## src/rtl/multi_cycle_ctrl.sv

```systemverilog
// ---------------------------------------------------------------------------
// multi_cycle_ctrl
//
// Main control FSM for the multi-cycle MIPS datapath. Every instruction is
// stepped through FETCH, DECODE and then an opcode-specific execute / memory /
// write-back path before returning to FETCH. The block drives every datapath
// mux select and enable, plus the 2-bit ALUOp consumed by the ALU control
// decoder.
//
// Memory handshake: in FETCH, MEMRD and MEMWR the read/write strobe is held
// high for as long as the FSM stays in that state. The shared memory signals
// completion by raising mem_ready_i for one cycle; that cycle is the transfer
// cycle and the FSM advances on the following clock edge. mem_ready_i is
// ignored in every other state.
//
// Optional feature (compile-time macro):
//   CTRL_JUMP_EN  defined   -> opcode 000010 (j) dispatches to the JUMP state.
//                 undefined -> no JUMP state; 000010 is treated as illegal and
//                              pc_src_o never drives 2'b10.
//
// Ports:
//   clk_i         in   1  system clock, rising edge
//   rst_i         in   1  asynchronous reset, active low
//   opcode_i      in   6  IR[31:26], valid from DECODE onward
//   zero_i        in   1  ALU zero flag (branch resolution)
//   mem_ready_i   in   1  memory access completes this cycle
//   pc_write_o    out  1  PC load enable
//   pc_src_o      out  2  00 ALU result, 01 ALUOut, 10 jump target
//   iord_o        out  1  memory address: 0 PC, 1 ALUOut
//   mem_read_o    out  1  memory read strobe
//   mem_write_o   out  1  memory write strobe
//   ir_write_o    out  1  IR load enable
//   reg_dst_o     out  1  destination register: 0 rt, 1 rd
//   mem_to_reg_o  out  1  write-back data: 0 ALUOut, 1 MDR
//   reg_write_o   out  1  register file write enable
//   alu_src_a_o   out  1  ALU A: 0 PC, 1 rs
//   alu_src_b_o   out  2  ALU B: 00 rt, 01 4, 10 sext imm, 11 sext imm<<2
//   alu_op_o      out  2  00 funct decode, 01 add, 10 sub (beq), 11 sub (bne)
//   state_o       out  4  current state code, for debug
//   illegal_o     out  1  one-cycle pulse after an undecodable opcode
// ---------------------------------------------------------------------------
module multi_cycle_ctrl (
  input  logic       clk_i,
  input  logic       rst_i,
  input  logic [5:0] opcode_i,
  input  logic       zero_i,
  input  logic       mem_ready_i,
  output logic       pc_write_o,
  output logic [1:0] pc_src_o,
  output logic       iord_o,
  output logic       mem_read_o,
  output logic       mem_write_o,
  output logic       ir_write_o,
  output logic       reg_dst_o,
  output logic       mem_to_reg_o,
  output logic       reg_write_o,
  output logic       alu_src_a_o,
  output logic [1:0] alu_src_b_o,
  output logic [1:0] alu_op_o,
  output logic [3:0] state_o,
  output logic       illegal_o
);

  // State codes are architecturally visible on state_o, so they are fixed.
  typedef enum logic [3:0] {
    S_FETCH    = 4'd0,
    S_DECODE   = 4'd1,
    S_MEMADR   = 4'd2,
    S_MEMRD    = 4'd3,
    S_MEMWB    = 4'd4,
    S_MEMWR    = 4'd5,
    S_RTEXEC   = 4'd6,
    S_RTWB     = 4'd7,
    S_BRANCH   = 4'd8,
    S_ADDIEXEC = 4'd9,
    S_ADDIWB   = 4'd10,
    S_JUMP     = 4'd11
  } state_t;

  localparam logic [5:0] OP_RTYPE = 6'b000000;
  localparam logic [5:0] OP_LW    = 6'b100011;
  localparam logic [5:0] OP_SW    = 6'b101011;
  localparam logic [5:0] OP_BEQ   = 6'b000100;
  localparam logic [5:0] OP_BNE   = 6'b000101;
  localparam logic [5:0] OP_ADDI  = 6'b001000;
  localparam logic [5:0] OP_J     = 6'b000010;

  state_t     state_q;
  state_t     state_d;
  logic [5:0] op_q;        // opcode captured in DECODE
  logic       illegal_q;
  logic       illegal_d;

  // Decode-time dispatch from the live opcode.
  state_t     dispatch_state;
  logic       dispatch_illegal;

  // Raw (pre-reset-gating) versions of the handshake-qualified enables.
  logic       pc_write;
  logic       ir_write;

  // -------------------------------------------------------------------------
  // Opcode dispatch used by DECODE
  // -------------------------------------------------------------------------
  always_comb begin
    dispatch_state   = S_FETCH;
    dispatch_illegal = 1'b0;
    case (opcode_i)
      OP_RTYPE:      dispatch_state = S_RTEXEC;
      OP_LW, OP_SW:  dispatch_state = S_MEMADR;
      OP_BEQ,
      OP_BNE:        dispatch_state = S_BRANCH;
      OP_ADDI:       dispatch_state = S_ADDIEXEC;
`ifdef CTRL_JUMP_EN
      OP_J:          dispatch_state = S_JUMP;
`endif
      default: begin
        dispatch_state   = S_FETCH;
        dispatch_illegal = 1'b1;
      end
    endcase
  end

  // -------------------------------------------------------------------------
  // State, latched opcode and illegal pulse registers
  // -------------------------------------------------------------------------
  always_ff @(posedge clk_i or negedge rst_i) begin
    if (!rst_i) begin
      state_q   <= S_FETCH;
      op_q      <= 6'b000000;
      illegal_q <= 1'b0;
    end else begin
      state_q   <= state_d;
      illegal_q <= illegal_d;
      // The IR may be rewritten by later stages' perspective of the bus, so the
      // execute states work from this private copy.
      if (state_q == S_DECODE) begin
        op_q <= opcode_i;
      end
    end
  end

  // The pulse appears in the cycle after DECODE, i.e. the first FETCH cycle.
  assign illegal_d = (state_q == S_DECODE) && dispatch_illegal;

  // -------------------------------------------------------------------------
  // Next-state and output decode
  // -------------------------------------------------------------------------
  always_comb begin
    state_d      = S_FETCH;
    pc_write     = 1'b0;
    pc_src_o     = 2'b00;
    iord_o       = 1'b0;
    mem_read_o   = 1'b0;
    mem_write_o  = 1'b0;
    ir_write     = 1'b0;
    reg_dst_o    = 1'b0;
    mem_to_reg_o = 1'b0;
    reg_write_o  = 1'b0;
    alu_src_a_o  = 1'b0;
    alu_src_b_o  = 2'b00;
    alu_op_o     = 2'b00;

    case (state_q)
      S_FETCH: begin
        // PC + 4 is computed every cycle; it is only committed (together with
        // the IR load) in the cycle memory returns the instruction.
        mem_read_o  = 1'b1;
        alu_src_b_o = 2'b01;
        alu_op_o    = 2'b01;
        if (mem_ready_i) begin
          ir_write = 1'b1;
          pc_write = 1'b1;
          state_d  = S_DECODE;
        end else begin
          state_d  = S_FETCH;
        end
      end

      S_DECODE: begin
        // Speculatively compute the branch target into ALUOut.
        alu_src_b_o = 2'b11;
        alu_op_o    = 2'b01;
        state_d     = dispatch_state;
      end

      S_MEMADR: begin
        alu_src_a_o = 1'b1;
        alu_src_b_o = 2'b10;
        alu_op_o    = 2'b01;
        state_d     = (op_q == OP_LW) ? S_MEMRD : S_MEMWR;
      end

      S_MEMRD: begin
        mem_read_o = 1'b1;
        iord_o     = 1'b1;
        state_d    = mem_ready_i ? S_MEMWB : S_MEMRD;
      end

      S_MEMWB: begin
        reg_write_o  = 1'b1;
        mem_to_reg_o = 1'b1;
        state_d      = S_FETCH;
      end

      S_MEMWR: begin
        mem_write_o = 1'b1;
        iord_o      = 1'b1;
        state_d     = mem_ready_i ? S_FETCH : S_MEMWR;
      end

      S_RTEXEC: begin
        alu_src_a_o = 1'b1;
        alu_op_o    = 2'b00;
        state_d     = S_RTWB;
      end

      S_RTWB: begin
        reg_write_o = 1'b1;
        reg_dst_o   = 1'b1;
        state_d     = S_FETCH;
      end

      S_BRANCH: begin
        // Only beq and bne reach here, so "not beq" means bne.
        alu_src_a_o = 1'b1;
        pc_src_o    = 2'b01;
        if (op_q == OP_BEQ) begin
          alu_op_o = 2'b10;
          pc_write = zero_i;
        end else begin
          alu_op_o = 2'b11;
          pc_write = ~zero_i;
        end
        state_d = S_FETCH;
      end

      S_ADDIEXEC: begin
        alu_src_a_o = 1'b1;
        alu_src_b_o = 2'b10;
        alu_op_o    = 2'b01;
        state_d     = S_ADDIWB;
      end

      S_ADDIWB: begin
        reg_write_o = 1'b1;
        state_d     = S_FETCH;
      end

`ifdef CTRL_JUMP_EN
      S_JUMP: begin
        pc_write = 1'b1;
        pc_src_o = 2'b10;
        state_d  = S_FETCH;
      end
`endif

      default: begin
        // Unreachable codes (and JUMP when it is not built) recover to FETCH
        // with every strobe low.
        state_d = S_FETCH;
      end
    endcase
  end

  // While reset is held the register already sits in FETCH, but a ready from
  // memory must not be allowed to load the PC or IR.
  assign pc_write_o = pc_write & rst_i;
  assign ir_write_o = ir_write & rst_i;

  assign state_o   = state_q;
  assign illegal_o = illegal_q;

endmodule

```

## config.mk

```make
export PLATFORM = sky130hd
export DESIGN_NAME = multi_cycle_ctrl
export DESIGN_NICKNAME = d
export VERILOG_FILES = /design/src/rtl/multi_cycle_ctrl.sv
export SDC_FILE = /design/constraint.sdc
export NUM_CORES = 1
export LEC_CHECK = 0
export BUFFER_PORTS_ARGS = -buffer_cell sky130_fd_sc_hd__buf_2
export CORE_MARGIN = 5
export CORE_UTILIZATION = 43
export DETAILED_ROUTE_END_ITERATION = 10
export GPL_ROUTABILITY_DRIVEN = 0
export GPL_TIMING_DRIVEN = 1
export PLACE_DENSITY = 0.83
export SLEW_MARGIN = 20
export SYNTH_ARGS = -nofsm -noshare
export SYNTH_HDL_FRONTEND = slang
export SYNTH_SLANG_ARGS = --single-unit
```

## constraint.sdc

```tcl
create_clock -name clk_i -period 1.5 [get_ports clk_i]
set_input_delay 0.15 -clock clk_i [delete_from_list [all_inputs] [get_ports clk_i]]
set_output_delay 0.15 -clock clk_i [all_outputs]
set_load 0.01 [all_outputs]
```

==> run_results.csv <==
group,metric,value,unit
cells_and_area,fin_nets,161,
sta,hold_viol,0,
sta,setup_slack,-0.495,ns
global_route,globalRouteOverflowTotal,0,
drt,routed_wl,3760,um
die,die_h,53.8,um
sta,finalSetupViolCount,18,
drt,dr.max_layer_used,"met4",
sta,rsz0062_at_grt,"true",
power,power_density,985,nW/um2
clocking,clkSinkCount,11,
yosys,yosysUniqueCellTypes,39,
cells_and_area,final_cell_mix,"26 x buf_2, 22 x buf_4, 11 x buf_6",
power,total_power,0.00148,W
clocking,cts_buffers,3,
cells_and_area,final_area,1500,um2
drt,drt_drc_violations_left,0,
yosys,syn_avg_cell_area,9.05,um2
yosys,syn_area,823,um2
drt,drt_iter0_markers,41,
global_route,track_usage,0.233,
yosys,ys_ff_latch,11,
drt,wl_met2,1810,um
placed_design,pre_cts_ws,-0.162,ns
setup_path,critical_path_class,"flip-flop to output pin",
power,peakVddDrop,0.661,mV
clocking,insertion_delay,0.28,ns
job,drv_cap,0,
drt,vias,1076,
setup_path,end_kind,"output pin",
cells_and_area,drive_gt1_frac,0.647,
global_route,grt_pass1_wl,4790,um
global_route,antenna_found_initial,0,
setup_path,start_kind,"flip-flop",
status,status,"finished with violations",
die,num_rows,15,
drt,wl_per_cell,21.5,um
clocking,clk_pin_slew,0.07,ns
sta,min_period,1.99,ns
yosys,ys_seq_area_frac,0.334,
die,die-area,2890,um2
setup_path,critPathRequiredTime,1.35,ns
setup_path,crit_arrival,1.84,ns
drt,ant_nets,0,
sta,fin_crit_sh,1.33,
cells_and_area,final_common_cell,"buf_2",
global_route,grt_pass1_vias,994,
status,violations,"negative setup slack",
drt,dr_wl_met3,371,um
yosys,syn_nets,101,
cells_and_area,area_growth,82.2,%
setup_path,cp_max_fo,2,
yosys,ys.warnings.count,0,
clocking,cts_buffer_depth,2,
die,fp.coreArea,1760,um2
drt,wl_met1,1430,um
cells_and_area,diodes,0,
drt,firstDrtPassIters,4,
clocking,htreeDepth,1,
placed_design,port_buffers,28,
die,die_x,53.8,um
clocking,cts_tree,"yes",
worst_hold_path,hp-class,"input port to flip-flop",
sta,max_freq,0.501,GHz
clocking,cts.root.buffer_cell,"clkbuf_4",
die,start_util,0.467,
sta,skew,0.00214,ns
sta,drv_slew,0,
power,cellLeakagePower,0.697,nW
yosys,synth_cells,91,
drt,vias_per_cell,6.15,
placed_design,dp_hpwl,1790,um
placed_design,dpl_cell_area,1080,um2
sta,fin_tns_setup,-2.19,ns
global_route,grt_max_degree,12,
die,io_pins,30,
[synth_stat cells]
cell      instances  area share
o211ai_1          2       0.018
inv_1             2      0.0091
o221ai_1          1       0.011
nor4_1            3       0.023
buf_2             2       0.012
nand2b_1          3       0.023
o2111a_1          1       0.014
buf_1             1      0.0046
o21ai_0           3       0.018
a31oi_1           2       0.015
and3_1            3       0.023
conb_1            1      0.0046
nor4b_1           1       0.011
nand2_1           3       0.014
xor2_1            1       0.011
nand4b_1          1       0.011
a21oi_1           2       0.012
o311a_1           1       0.012
or2_0             1      0.0076
a211oi_1          1      0.0091
mux2_2            7       0.096
o22ai_1           1      0.0076
dfrtp_1          11        0.33
buf_4             2       0.018
o21ba_2           1       0.012
and4b_1           1       0.012
nand3_1           1      0.0061
a211o_1           1       0.011
o21bai_1          1      0.0091
or4b_4            1       0.017
nor4b_4           1       0.029
nor3b_1           3       0.027
clkbuf_1          3       0.014
a221oi_1          1       0.011
nor2_1            7       0.032
nor3_1            4       0.024
nor2b_1           7       0.053
o31ai_1           2       0.018
nand4_1           1      0.0076
[power by group]
part           switching [W]  internal, W  total, W
Combinational       0.000381     0.000455  0.000836
Sequential         0.0000539     0.000375  0.000429
Clock               0.000110     0.000104  0.000214
Total               0.000544     0.000934   0.00148
[area by class of cell]
type | instances | area, um2
fill | 81 | 264
tap | 25 | 31.3
timing repair buffer | 63 | 479
sequential | 11 | 277
inverter | 2 | 7.51
multi-input combinational | 70 | 679
clock buffer | 4 | 26.3
[sequential cells by signal, indices dropped and copies added (netlist names)]
signal	cells
op_q	6
state_o	4
illegal_o	1
[final timing paths]
kind / from / endpoint / slack, ns / cells past startpoint
setup / recovery: op_q[1] / pc_write_o / -0.49 / 4
hold / removal: opcode_i[4] / op_q[4] / 0.17 / 2
setup reg to reg: state_o[0] / op_q[1] / -0.08 / 5
hold reg to reg: op_q[4] / op_q[4] / 0.51 / 1
max in group asynchronous: rst_i / state_o[3] / 0.98 / 3
min in group asynchronous: rst_i / state_o[1] / 0.36 / 3
[through the flow]
stage / std cells / util / hold WS [ns]
3_3_place_gp: 153 / 0.613 / 0.102
3_5_place_dp: 153 / 0.613 / 0.113
5_1_grt: 175 / 0.850 / 0.154
2_1_floorplan: 91 / - / -0.146
4_1_cts: 170 / 0.772 / 0.164
6_report: 175 / 0.850 / 0.170
[critical path, stage by stage, from the launching register on]
cell and delay (ns):
dfrtp_1 0.40, or4b_4 0.54, o2111a_1 0.25, a211o_1 0.23, buf_2 0.14
[layer usage]
layer,GRT usage,vias to the layer above
met5,0,-
met4,0.115,0
met3,0.0388,16
met2,0.423,83
met1,0.258,520
li1,-,457
[timing repair]
action	CTS	global route
gates resized for setup	32	22
setup endpoints to repair	12	21
gates cloned	0	1
endpoints found under the hold margin	11	0
pin swaps	3	9
hold buffers	1	0
setup buffers	12	4
[logic make-up after synthesis]
logic type	count (synthesis)	share of synthesized area
buffers and inverters	10	0.0577
DFF	11	0.334
and+or+nand+nor	41	0.319
xor gates and xnor gates	1	0.0106
other	1	0.00455
AOI/OAI and AO/OA	20	0.178
muxes	7	0.0958
Power figures use the tool's default switching activity.
